==> config.mk <==
export PLATFORM = sky130hd
export DESIGN_NAME = if_fetch
export DESIGN_NICKNAME = d
export VERILOG_FILES = /design/src/rtl/tcpu_pkg.sv /design/src/rtl/fetch_pc_reg.sv /design/src/rtl/if_fetch.sv
export SDC_FILE = /design/constraint.sdc
export NUM_CORES = 1
export LEC_CHECK = 0
export ABC_AREA = 1
export ABC_CLOCK_PERIOD_IN_PS = 1950
export CAP_MARGIN = 40
export CORE_MARGIN = 1
export CORE_UTILIZATION = 40
export CTS_BUF_LIST = sky130_fd_sc_hd__clkbuf_4 sky130_fd_sc_hd__clkbuf_8 sky130_fd_sc_hd__clkbuf_16
export CTS_CLUSTER_SIZE = 20
export DETAILED_ROUTE_END_ITERATION = 16
export GPL_TIMING_DRIVEN = 0
export MAX_ROUTING_LAYER = met4
export PLACE_DENSITY_LB_ADDON = 0.3
export SKIP_LAST_GASP = 1
export SLEW_MARGIN = 20
export SYNTH_ARGS = -nofsm -noshare
export SYNTH_HDL_FRONTEND = slang
export SYNTH_SLANG_ARGS = --single-unit
==> constraint.sdc <==
create_clock -name Clk -period 1.95 [get_ports Clk]
set_input_delay 0.2925 -clock Clk [delete_from_list [all_inputs] [get_ports Clk]]
set_output_delay 0.2925 -clock Clk [all_outputs]
set_load 0.1 [all_outputs]
==> src/rtl/tcpu_pkg.sv <==
// Shared types and constants for the tiny-cpu pipeline.
// Fetch-state encoding, NOP encoding and default reset PC.
package tcpu_pkg;

    typedef enum logic [1:0] {
        REQ  = 2'd0,
        WAIT = 2'd1,
        HOLD = 2'd2,
        DROP = 2'd3
    } fetch_state_t;

    localparam logic [31:0] NOP_INST     = 32'h0000_0000;
    localparam logic [31:0] RESET_PC_DEF = 32'h0000_0000;

endpackage

==> src/rtl/fetch_pc_reg.sv <==
// Program counter: async reset, word-aligned redirect load, +4 step.
// pc4 is the wrapping successor of the current PC.
module fetch_pc_reg
    import tcpu_pkg::*;
#(
    parameter logic [31:0] RESET_PC = RESET_PC_DEF
) (
    input  logic        Clk,
    input  logic        Clrn,
    input  logic        load,
    input  logic        inc,
    input  logic [31:0] target,
    output logic [31:0] pc,
    output logic [31:0] pc4
);

    assign pc4 = pc + 32'd4;

    always_ff @(posedge Clk or negedge Clrn) begin
        if (!Clrn) begin
            pc <= {RESET_PC[31:2], 2'b00};
        end else if (load) begin
            pc <= {target[31:2], 2'b00};
        end else if (inc) begin
            pc <= pc4;
        end
    end

endmodule

==> src/rtl/if_fetch.sv <==
// Instruction fetch stage: one outstanding imem request, held output.
// Optional IF_FLUSH_CNT_EN adds the if_flush_cnt redirect/discard counter.
module if_fetch
    import tcpu_pkg::*;
#(
    parameter logic [31:0] RESET_PC = RESET_PC_DEF
) (
    input  logic        Clk,
    input  logic        Clrn,
    input  logic        En,
    input  logic        condep,
    input  logic [31:0] redir_pc,
    output logic        imem_req,
    output logic [31:0] imem_addr,
    input  logic        imem_gnt,
    input  logic        imem_rvalid,
    input  logic [31:0] imem_rdata,
    output logic [31:0] if_pc4,
    output logic [31:0] if_inst,
    output logic        if_valid
`ifdef IF_FLUSH_CNT_EN
    ,
    output logic [31:0] if_flush_cnt
`endif
);

    fetch_state_t state, state_nxt;
    logic [31:0]  pc, pc4;
    logic [31:0]  ibuf, ibuf_pc4;
    logic         pc_load, accept, req_c;

    fetch_pc_reg #(.RESET_PC(RESET_PC)) u_pc (
        .Clk    (Clk),
        .Clrn   (Clrn),
        .load   (pc_load),
        .inc    (accept),
        .target (redir_pc),
        .pc     (pc),
        .pc4    (pc4)
    );

    always_ff @(posedge Clk or negedge Clrn) begin
        if (!Clrn) state <= REQ;
        else       state <= state_nxt;
    end

    always_comb begin
        state_nxt = state;
        pc_load   = 1'b0;
        accept    = 1'b0;
        req_c     = 1'b0;
        unique case (state)
            REQ: begin
                req_c = ~condep;
                if (condep)        pc_load   = 1'b1;
                else if (imem_gnt) state_nxt = WAIT;
            end
            WAIT: begin
                if (condep) begin
                    pc_load   = 1'b1;
                    state_nxt = imem_rvalid ? REQ : DROP;
                end else if (imem_rvalid) begin
                    accept    = 1'b1;
                    state_nxt = HOLD;
                end
            end
            HOLD: begin
                if (condep) begin
                    pc_load   = 1'b1;
                    state_nxt = REQ;
                end else if (En) begin
                    req_c     = 1'b1;
                    state_nxt = imem_gnt ? WAIT : REQ;
                end
            end
            DROP: begin
                if (condep)      pc_load   = 1'b1;
                if (imem_rvalid) state_nxt = REQ;
            end
            default: state_nxt = REQ;
        endcase
    end

    always_ff @(posedge Clk or negedge Clrn) begin
        if (!Clrn) begin
            ibuf     <= NOP_INST;
            ibuf_pc4 <= 32'h0;
        end else if (accept) begin
            ibuf     <= imem_rdata;
            ibuf_pc4 <= pc4;
        end
    end

    // Request is suppressed while reset is asserted even though state is REQ.
    assign imem_req  = req_c & Clrn;
    assign imem_addr = pc;
    assign if_valid  = (state == HOLD);
    assign if_inst   = if_valid ? ibuf : NOP_INST;
    assign if_pc4    = if_valid ? ibuf_pc4 : 32'h0;

`ifdef IF_FLUSH_CNT_EN
    logic discard;

    assign discard = imem_rvalid &
                     (((state == WAIT) & condep) | (state == DROP));

    always_ff @(posedge Clk or negedge Clrn) begin
        if (!Clrn) if_flush_cnt <= 32'h0;
        else       if_flush_cnt <= if_flush_cnt
                                   + {31'h0, condep}
                                   + {31'h0, discard};
    end
`endif

endmodule

==> flow_metrics.py, run 1 <==
metrics = {
    "run_status": {
        "status": "complete, but fails checks",
        "violations": "negative setup slack",
    },
    "timing": {
        "finalCriticalPeriod_ps": 1950,
        "tns_ps": -2.65,
        "rsz0062_at_grt": "true",
        "drv_slew": 0,
        "fin_skew_ps": 5.24,
        "hold_viol": 0,
        "worst_slew_pin_slew_ps": 607,
        "setup_viol": 1,
        "layout_setup_ws_ps": -2.65,
        "fmax_ghz": 0.512,
        "slew_headroom_pct": 59.5,
        "period_share_pct": 100,
    },
    "clock_network": {
        "clock_sinks": 94,
        "cts.htree.levels": 3,
        "clk_latency_ps": 340,
        "cts_tree": "done",
        "path_clk_slew_ps": 70,
        "cts_inserted_buffers": 9,
        "root_buffer": "clkbuf_16",
        "cts_buffer_depth": 2,
    },
    "routing": {
        "dr.pass1.iters": 6,
        "drtIter0Drc": 464,
        "viasPerCell": 4.95,
        "finalWirelength_um": 18100,
        "drc": 0,
        "wl_per_cell_um": 16.7,
        "ant_nets": 0,
        "vias": 5379,
    },
    "grt": {
        "antenna_found_initial": 0,
        "grt_pass1_vias": 5559,
        "grt_start_max_net_pins": 35,
        "grt.overflow.total": 0,
        "grt_pass1_wl_um": 28800,
        "track_usage_pct": 30.3,
    },
    "pwr": {
        "swShare_pct": 46.3,
        "p_switching_uw": 5140,
        "power_frac_clock_pct": 17.7,
        "combPwrFrac_pct": 55.6,
        "irDropWorstVdd_mv": 0.580,
        "internal-power_uw": 5950,
        "power_leakage_uw": 0.00413,
        "powerDensity_nw_per_um2": 1190,
        "p_seq_share_pct": 26.7,
    },
    "critical_path": {
        "cp_max_fo": 8,
        "timing.rr.end": "ibuf_pc4[16]",
        "cp-start-kind": "register",
        "crit_start": "state[1]",
        "rr_worst_depth": 8,
        "critPathRequiredTime_ps": 1660,
        "endpoint": "if_pc4[28]",
        "r2r_setup_slack_ps": 180,
        "regToRegStartpoint": "u_pc.pc[3]",
        "crit_type": "register to output pin",
        "cp-end-kind": "output pin",
        "arrival_ps": 1660,
    },
    "synth": {
        "yosysTopAreaCell": "dfrtp_1",
        "synth_ff_type": "dfrtp_1",
        "ys_seq_area_share_pct": 47.5,
        "synth_xor_area_share_pct": 0.707,
        "ys_warn_count": 0,
        "yosys.cell_count.top_type": "nand2_1",
        "syn_avg_cell_area_sq_um": 7.25,
        "synthAdderAreaFrac_pct": 0.253,
        "synth_top_family_by_area": "simple AND/OR/NAND/NOR gates",
        "syn_area_sq_um": 4950,
        "netlist_instances": 683,
        "synth_area_leaders": "dfrtp_1, nand2_1, inv_1",
        "async_reset_ff_share_pct": 100,
        "synth-edff-count": 0,
        "synth_mux_area_share_pct": 0,
        "yosys.area.top_type_share_pct": 47.5,
        "yosys_register_bits": 94,
        "yosysUniqueCellTypes": 30,
        "yosys.area_share.simple_pct": 31.1,
        "synthTopCellsByCount": "nand2_1, inv_1, dfrtp_1, nor2_1, o21ai_0",
        "synth_compound_gate_area_share_pct": 8.71,
    },
    "floorplanning": {
        "dieWidth_um": 113,
        "die_h_um": 113,
        "coreArea_sq_um": 12100,
        "start_util_pct": 41.1,
        "io_pins": 168,
        "rows": 40,
        "die_area_sq_um": 12800,
    },
    "layout": {
        "n_antenna_cell": 0,
        "nets": 985,
        "nFillCells": 758,
        "drive_gt1_share_pct": 28.4,
        "area_delta_synth_final_pct": 87.5,
    },
    "placement": {
        "post-place-ws_ps": -432,
        "routabilityCongestion": 0.906,
        "hpwl_um": 13400,
        "portBuffers": 160,
    },
    "hold_path": {
        "min_path_type": "primary input to asynchronous set/reset pin",
    },
    "run": {
        "maxCapViolCount": 0,
    },
}
==> metal layers <==
metal  track usage, %  routed length (um)  up-vias
met5                -                   0        -
met1             35.2                7200     2545
met4             11.8                 531        0
li1                 -                   -     2533
met2             53.3                9420      246
met3             3.96                 952       55
==> metrics by stage <==
stage          total power [uW]  util (%)  hold slack (ps)  instances  area, sq um
3_5_place_dp               9030      74.2              182       1109         8950
3_3_place_gp               7810      61.3              469       1014         7390
2_1_floorplan              6810         -            -3.09        686         5580
4_1_cts                   11000      75.9             40.9       1075         9150
6_report                  11100      77.0             42.9       1087         9290
5_1_grt                   11600      77.0             39.4       1087         9290
==> worst min-delay path by stage <==
stage | startpoint | cells after the start | end
floorplan | Clrn | 0 | ibuf[0]
global placement | ibuf_pc4[24] | 2 | ibuf_pc4[24]
detailed placement | Clrn | 1 | ibuf[2]
CTS | Clrn | 2 | ibuf_pc4[10]
global route | Clrn | 2 | ibuf_pc4[9]
finish | Clrn | 2 | u_pc.pc[28]
==> critical path: stages, from the launching register on <==
cell and delay (ps):
dfrtp_1 370, inv_2 60, nor2_4 180, inv_8 80, clkbuf_16 160, buf_12 140, nor2_4 130, buf_12 180
==> repair_timing <==
action,CTS,global route
hold buffers,4,0
cloned,2,0
resized for setup,66,9
buffers inserted,8,12
setup endpoints to repair,64,17
hold endpoints to repair,27,0
pin swaps,1,7
==> cell families (layout without fill, tap and decap cells) <==
logic type / Yosys count / count (layout)
buf+inv: 137 / 370
xor+xnor: 4 / 4
compound gates: 81 / 81
other cells: 1 / 4
simple gates: 365 / 365
fa+ha+maj: 1 / 1
flops: 94 / 94
==> area by class of cell <==
class	count	area [sq um]	share of cell area [%]
Sequential cell	94	2370	25.5
Timing Repair Buffer	218	3180	34.3
Inverter	109	419	4.51
Multi-Input combinational cell	455	2520	27.1
Tap cell	168	210	2.26
Clock inverter	6	90.1	0.970
Buffer	27	264	2.84
Clock buffer	10	239	2.57
==> power groups by stage <==
stage          sequential (uW)  combinational (uW)  clock, uW
6_report                  2960                6170       1960
5_1_grt                   3020                6470       2060
4_1_cts                   2950                6050       1980
3_5_place_dp              2990                6040          0
3_3_place_gp              2950                4850          0
2_1_floorplan             3440                3370          0
==> flip-flops by register name, summed over array words and instances, names as in the netlist <==
register and flops:
u_pc.pc 30, ibuf_pc4 30, state 2, ibuf 32
==> layout by cell type, fill, tap and decap left out, types with 2 or more instances in the layout <==
master | Yosys | layout
o21ai_0 | 64 | 64
buf_2 | 4 | 3
conb_1 | 1 | 4
buf_16 | 0 | 10
clkbuf_16 | 0 | 14
o21ai_1 | 4 | 4
dfrtp_1 | 94 | 83
inv_2 | 5 | 5
nand2_1 | 200 | 200
nor2_2 | 9 | 9
bufinv_16 | 0 | 2
buf_12 | 0 | 68
inv_1 | 103 | 102
buf_8 | 0 | 26
clkbuf_1 | 12 | 7
nor2_4 | 6 | 69
a21oi_1 | 2 | 2
buf_6 | 4 | 5
xnor2_1 | 4 | 4
dlygate4sd3_1 | 0 | 2
nor2_1 | 90 | 27
bufbuf_16 | 0 | 2
o211ai_1 | 2 | 2
dfrtp_2 | 0 | 11
inv_6 | 0 | 2
o21bai_1 | 7 | 7
clkdlybuf4s50_1 | 0 | 95
nand2_2 | 4 | 4
buf_4 | 7 | 21
nand3_1 | 51 | 51
Note: power is estimated with default switching activity, not from simulation.
==> inputs of run 2 (changes only) <==
--- a/config.mk
+++ b/config.mk
@@ -9,7 +9,7 @@
 export ABC_CLOCK_PERIOD_IN_PS = 1950
 export CAP_MARGIN = 40
 export CORE_MARGIN = 1
-export CORE_UTILIZATION = 40
+export CORE_UTILIZATION = 50
 export CTS_BUF_LIST = sky130_fd_sc_hd__clkbuf_4 sky130_fd_sc_hd__clkbuf_8 sky130_fd_sc_hd__clkbuf_16
 export CTS_CLUSTER_SIZE = 20
 export DETAILED_ROUTE_END_ITERATION = 16
==> run 2 against run 1 <==
Compared with the run above:
- the run now fails in global routing
- synthesized cell count is the same
- synthesized area unchanged
==> flow_metrics.py, run 2 <==
metrics = {
    "run_status": {
        "status": "aborted with a tool error",
        "haltStage": "global routing",
        "error_line": "[ERROR GRT-0116] Global routing finished with congestion. Check the congestion regions in the DRC Viewer.",
    },
    "synth": {
        "synth-edff-count": 0,
        "yosys_register_bits": 94,
        "ys_warn_count": 0,
        "yosys.cell_count.top_type": "nand2_1",
        "yosysUniqueCellTypes": 30,
        "synthTopCellsByCount": "nand2_1, inv_1, dfrtp_1, nor2_1, o21ai_0",
        "synth_ff_type": "dfrtp_1",
        "netlist_instances": 683,
        "syn_area_sq_um": 4950,
        "ys_seq_area_share_pct": 47.5,
        "syn_avg_cell_area_sq_um": 7.25,
        "synth_area_leaders": "dfrtp_1, nand2_1, inv_1",
        "yosys.area.top_type_share_pct": 47.5,
        "yosysTopAreaCell": "dfrtp_1",
        "async_reset_ff_share_pct": 100,
    },
    "grt": {
        "grt.overflow.total": 2,
        "grt_pass1_vias": 7885,
        "grt_start_max_net_pins": 34,
        "grt_pass1_wl_um": 48400,
        "track_usage_pct": 67.1,
    },
    "floorplanning": {
        "die_h_um": 102,
        "io_pins": 168,
        "dieWidth_um": 102,
        "rows": 35,
        "start_util_pct": 52.6,
    },
    "clock_network": {
        "cts_buffer_depth": 2,
        "cts.htree.levels": 3,
        "clock_sinks": 94,
        "cts_inserted_buffers": 9,
        "root_buffer": "clkbuf_8",
    },
    "placement": {
        "place_area_sq_um": 8930,
        "routabilityCongestion": 0.939,
        "hpwl_um": 15900,
        "portBuffers": 160,
    },
}
run 2: metal layers:
metal	global-route usage [%]	overflow
met1	66.7	0
met2	88.8	1
met3	42.0	0
met4	61.8	1
met5	-	-
run 2: timing repair:
action                                 in CTS
cloned                                      1
setup buffers                               7
gates resized for setup                    69
pin swaps                                   3
endpoints found under the hold margin      29
hold buffers                                5
setup endpoints to repair                  70
run 2: cells by family after synthesis:
kind of cell,share of synthesized area [%]
buffers and inverters,11.7
DFF,47.5
adders and majority gates,0.253
other,0.0757
xor gates and xnor gates,0.707
and+or+nand+nor,31.1
AOI/OAI and AO/OA,8.71
run 2: stage by stage:
stage	setup TNS, ps	worst slack [ps]	cells
2_1_floorplan	-14310	-260	686
3_3_place_gp	-299860	-4350	975
3_5_place_dp	-14430	-474	1070
4_1_cts	-501	-143	1034
==> inputs of run 3 (changes only) <==
--- a/config.mk
+++ b/config.mk
@@ -9,13 +9,10 @@
 export ABC_CLOCK_PERIOD_IN_PS = 1950
 export CAP_MARGIN = 40
 export CORE_MARGIN = 1
-export CORE_UTILIZATION = 50
-export CTS_BUF_LIST = sky130_fd_sc_hd__clkbuf_4 sky130_fd_sc_hd__clkbuf_8 sky130_fd_sc_hd__clkbuf_16
-export CTS_CLUSTER_SIZE = 20
+export CORE_UTILIZATION = 40
 export DETAILED_ROUTE_END_ITERATION = 16
 export GPL_TIMING_DRIVEN = 0
-export MAX_ROUTING_LAYER = met4
-export PLACE_DENSITY_LB_ADDON = 0.3
+export PLACE_DENSITY_LB_ADDON = 0.15
 export SKIP_LAST_GASP = 1
 export SLEW_MARGIN = 20
 export SYNTH_ARGS = -nofsm -noshare
==> run 3 against run 2 <==
Compared with the run above:
- the flow now finishes, with violations (negative setup slack)
==> flow_metrics.py, run 3 (synthesis gave the netlist of run 1 again) <==
metrics = {
    "run_status": {
        "status": "complete, but fails checks",
        "violations": "negative setup slack",
    },
    "layout": {
        "n_antenna_cell": 0,
        "reg_top3": "ibuf x32, ibuf_pc4 x30, u_pc.pc x30",
        "fin_util_pct": 77.2,
        "final_cell_mix": "nand2_1, inv_1, clkdlybuf4s50_1, dfrtp_1, nor2_4",
        "regMostFlops": "ibuf",
        "nFillCells": 773,
        "layout.cells.non_filler": 1090,
        "nets": 988,
        "layout_commonest_cell": "nand2_1",
        "largest_reg_flops": 32,
        "area_delta_synth_final_pct": 88.0,
        "drive_gt1_share_pct": 28.7,
    },
    "timing": {
        "hold_viol": 0,
        "worst_slew_pin_slew_ps": 607,
        "layout_setup_ws_ps": -53.4,
        "slew_headroom_pct": 59.5,
        "rsz0062_at_grt": "true",
        "period_share_pct": 103,
        "finalCriticalPeriod_ps": 2000,
        "setup_viol": 26,
        "drv_slew": 0,
        "fin_skew_ps": 11.1,
        "whs_ps": 20.7,
        "fmax_ghz": 0.499,
    },
    "critical_path": {
        "cp_max_fo": 10,
        "critPathRequiredTime_ps": 1660,
        "arrival_ps": 1710,
        "cp-end-kind": "output pin",
        "cp-start-kind": "register",
        "crit_type": "register to output pin",
    },
    "routing": {
        "finalWirelength_um": 17000,
        "route.met2.wl_um": 8940,
        "route.met3.wl_um": 853,
        "drtIter0Drc": 380,
        "wl_per_cell_um": 15.6,
        "highest_layer": "met4",
        "ant_nets": 0,
        "drc": 0,
        "dr.pass1.iters": 5,
        "vias": 5347,
        "wl_met1_um": 6940,
        "viasPerCell": 4.91,
    },
    "hold_path": {
        "min_path_type": "primary input to asynchronous set/reset pin",
    },
    "floorplanning": {
        "rows": 40,
        "io_pins": 168,
        "coreArea_sq_um": 12100,
        "dieWidth_um": 113,
        "die_h_um": 113,
        "start_util_pct": 41.1,
        "die_area_sq_um": 12800,
    },
    "clock_network": {
        "clk_latency_ps": 350,
        "cts.htree.levels": 3,
        "cts_buffer_depth": 2,
        "root_buffer": "clkbuf_16",
        "cts_inserted_buffers": 9,
        "cts_tree": "done",
        "path_clk_slew_ps": 70,
        "clock_sinks": 94,
    },
    "placement": {
        "dp.cells": 1109,
        "hpwl_um": 12600,
        "routabilityCongestion": 0.889,
        "portBuffers": 160,
    },
    "pwr": {
        "power_leakage_uw": 0.00413,
        "powerDensity_nw_per_um2": 1180,
        "power_frac_clock_pct": 16.6,
        "internal-power_uw": 5900,
        "combPwrFrac_pct": 56.3,
        "irDropWorstVdd_mv": 0.641,
        "swShare_pct": 46.3,
        "p_switching_uw": 5090,
        "p_seq_share_pct": 27.1,
    },
    "grt": {
        "grt.overflow.total": 0,
        "grt_pass1_vias": 5398,
        "antenna_found_initial": 0,
        "track_usage_pct": 27.1,
        "grt_pass1_wl_um": 27000,
        "grt_start_max_net_pins": 34,
    },
    "run": {
        "maxCapViolCount": 0,
    },
}
## run 3: worst paths after layout
path,from,to,slack (ps),cells past startpoint
worst max-delay path,state[1],if_inst[20],-50,7
worst min-delay path,Clrn,u_pc.pc[4],20,3
worst max register to register,state[1],ibuf_pc4[8],240,6
worst min register to register,ibuf_pc4[29],ibuf_pc4[29],490,2
max in group asynchronous,Clrn,u_pc.pc[18],1160,4
min in group Clk,condep,u_pc.pc[30],340,5
## run 3: metal layers
metal	up-vias	global-route usage [%]
met1	2559	32.4
met3	29	4.66
met4	0	8.42
li1	2541	-
met2	218	49.5
met5	-	0
## run 3: per-stage QoR
step	cell area [sq um]	setup slack (ps)	power, uW	TNS, ps
4_1_cts	9150	-412	10900	-2970
5_1_grt	9310	-96.9	11400	-2420
3_5_place_dp	9030	-395	9070	-10580
2_1_floorplan	5580	-260	6810	-14310
6_report	9310	-53.4	11000	-595
3_3_place_gp	7390	-4450	7810	-309960
## run 3: worst max-delay path, stage by stage (launching register included)
cell	delay [ps]
dfrtp_2	400
inv_2	60
nor2_4	170
inv_8	80
buf_4	150
clkbuf_16	180
nor2_4	130
buf_12	180
## run 3: power by group through the flow
stage,registers [uW],clock network (uW),logic [uW]
after floorplan,3440,0,3370
after global placement,2950,0,4860
after detailed placement,2990,0,6080
after CTS,2960,1820,6070
after global routing,3050,1910,6480
final,2980,1820,6190
## run 3: layout make-up
class                   instances  area (sq um)  area share [%]
plain buffers                  28           289            3.10
clock buffers                  13           260            2.79
clock inverters                 3          42.5           0.457
inverters                     109           419            4.50
multi-input cells             455          2520            27.0
flip-flops and latches         94          2370            25.4
well taps                     168           210            2.26
repair buffers                220          3210            34.4
## run 3: timing repair
| action | CTS | global route |
|---|---|---|
| hold endpoints to repair | 30 | 62 |
| hold buffers | 2 | 3 |
| gates resized for setup | 63 | 10 |
| pin swaps | 1 | 6 |
| cloned | 1 | 0 |
| endpoints found under the setup margin | 64 | 34 |
| buffers inserted | 9 | 17 |
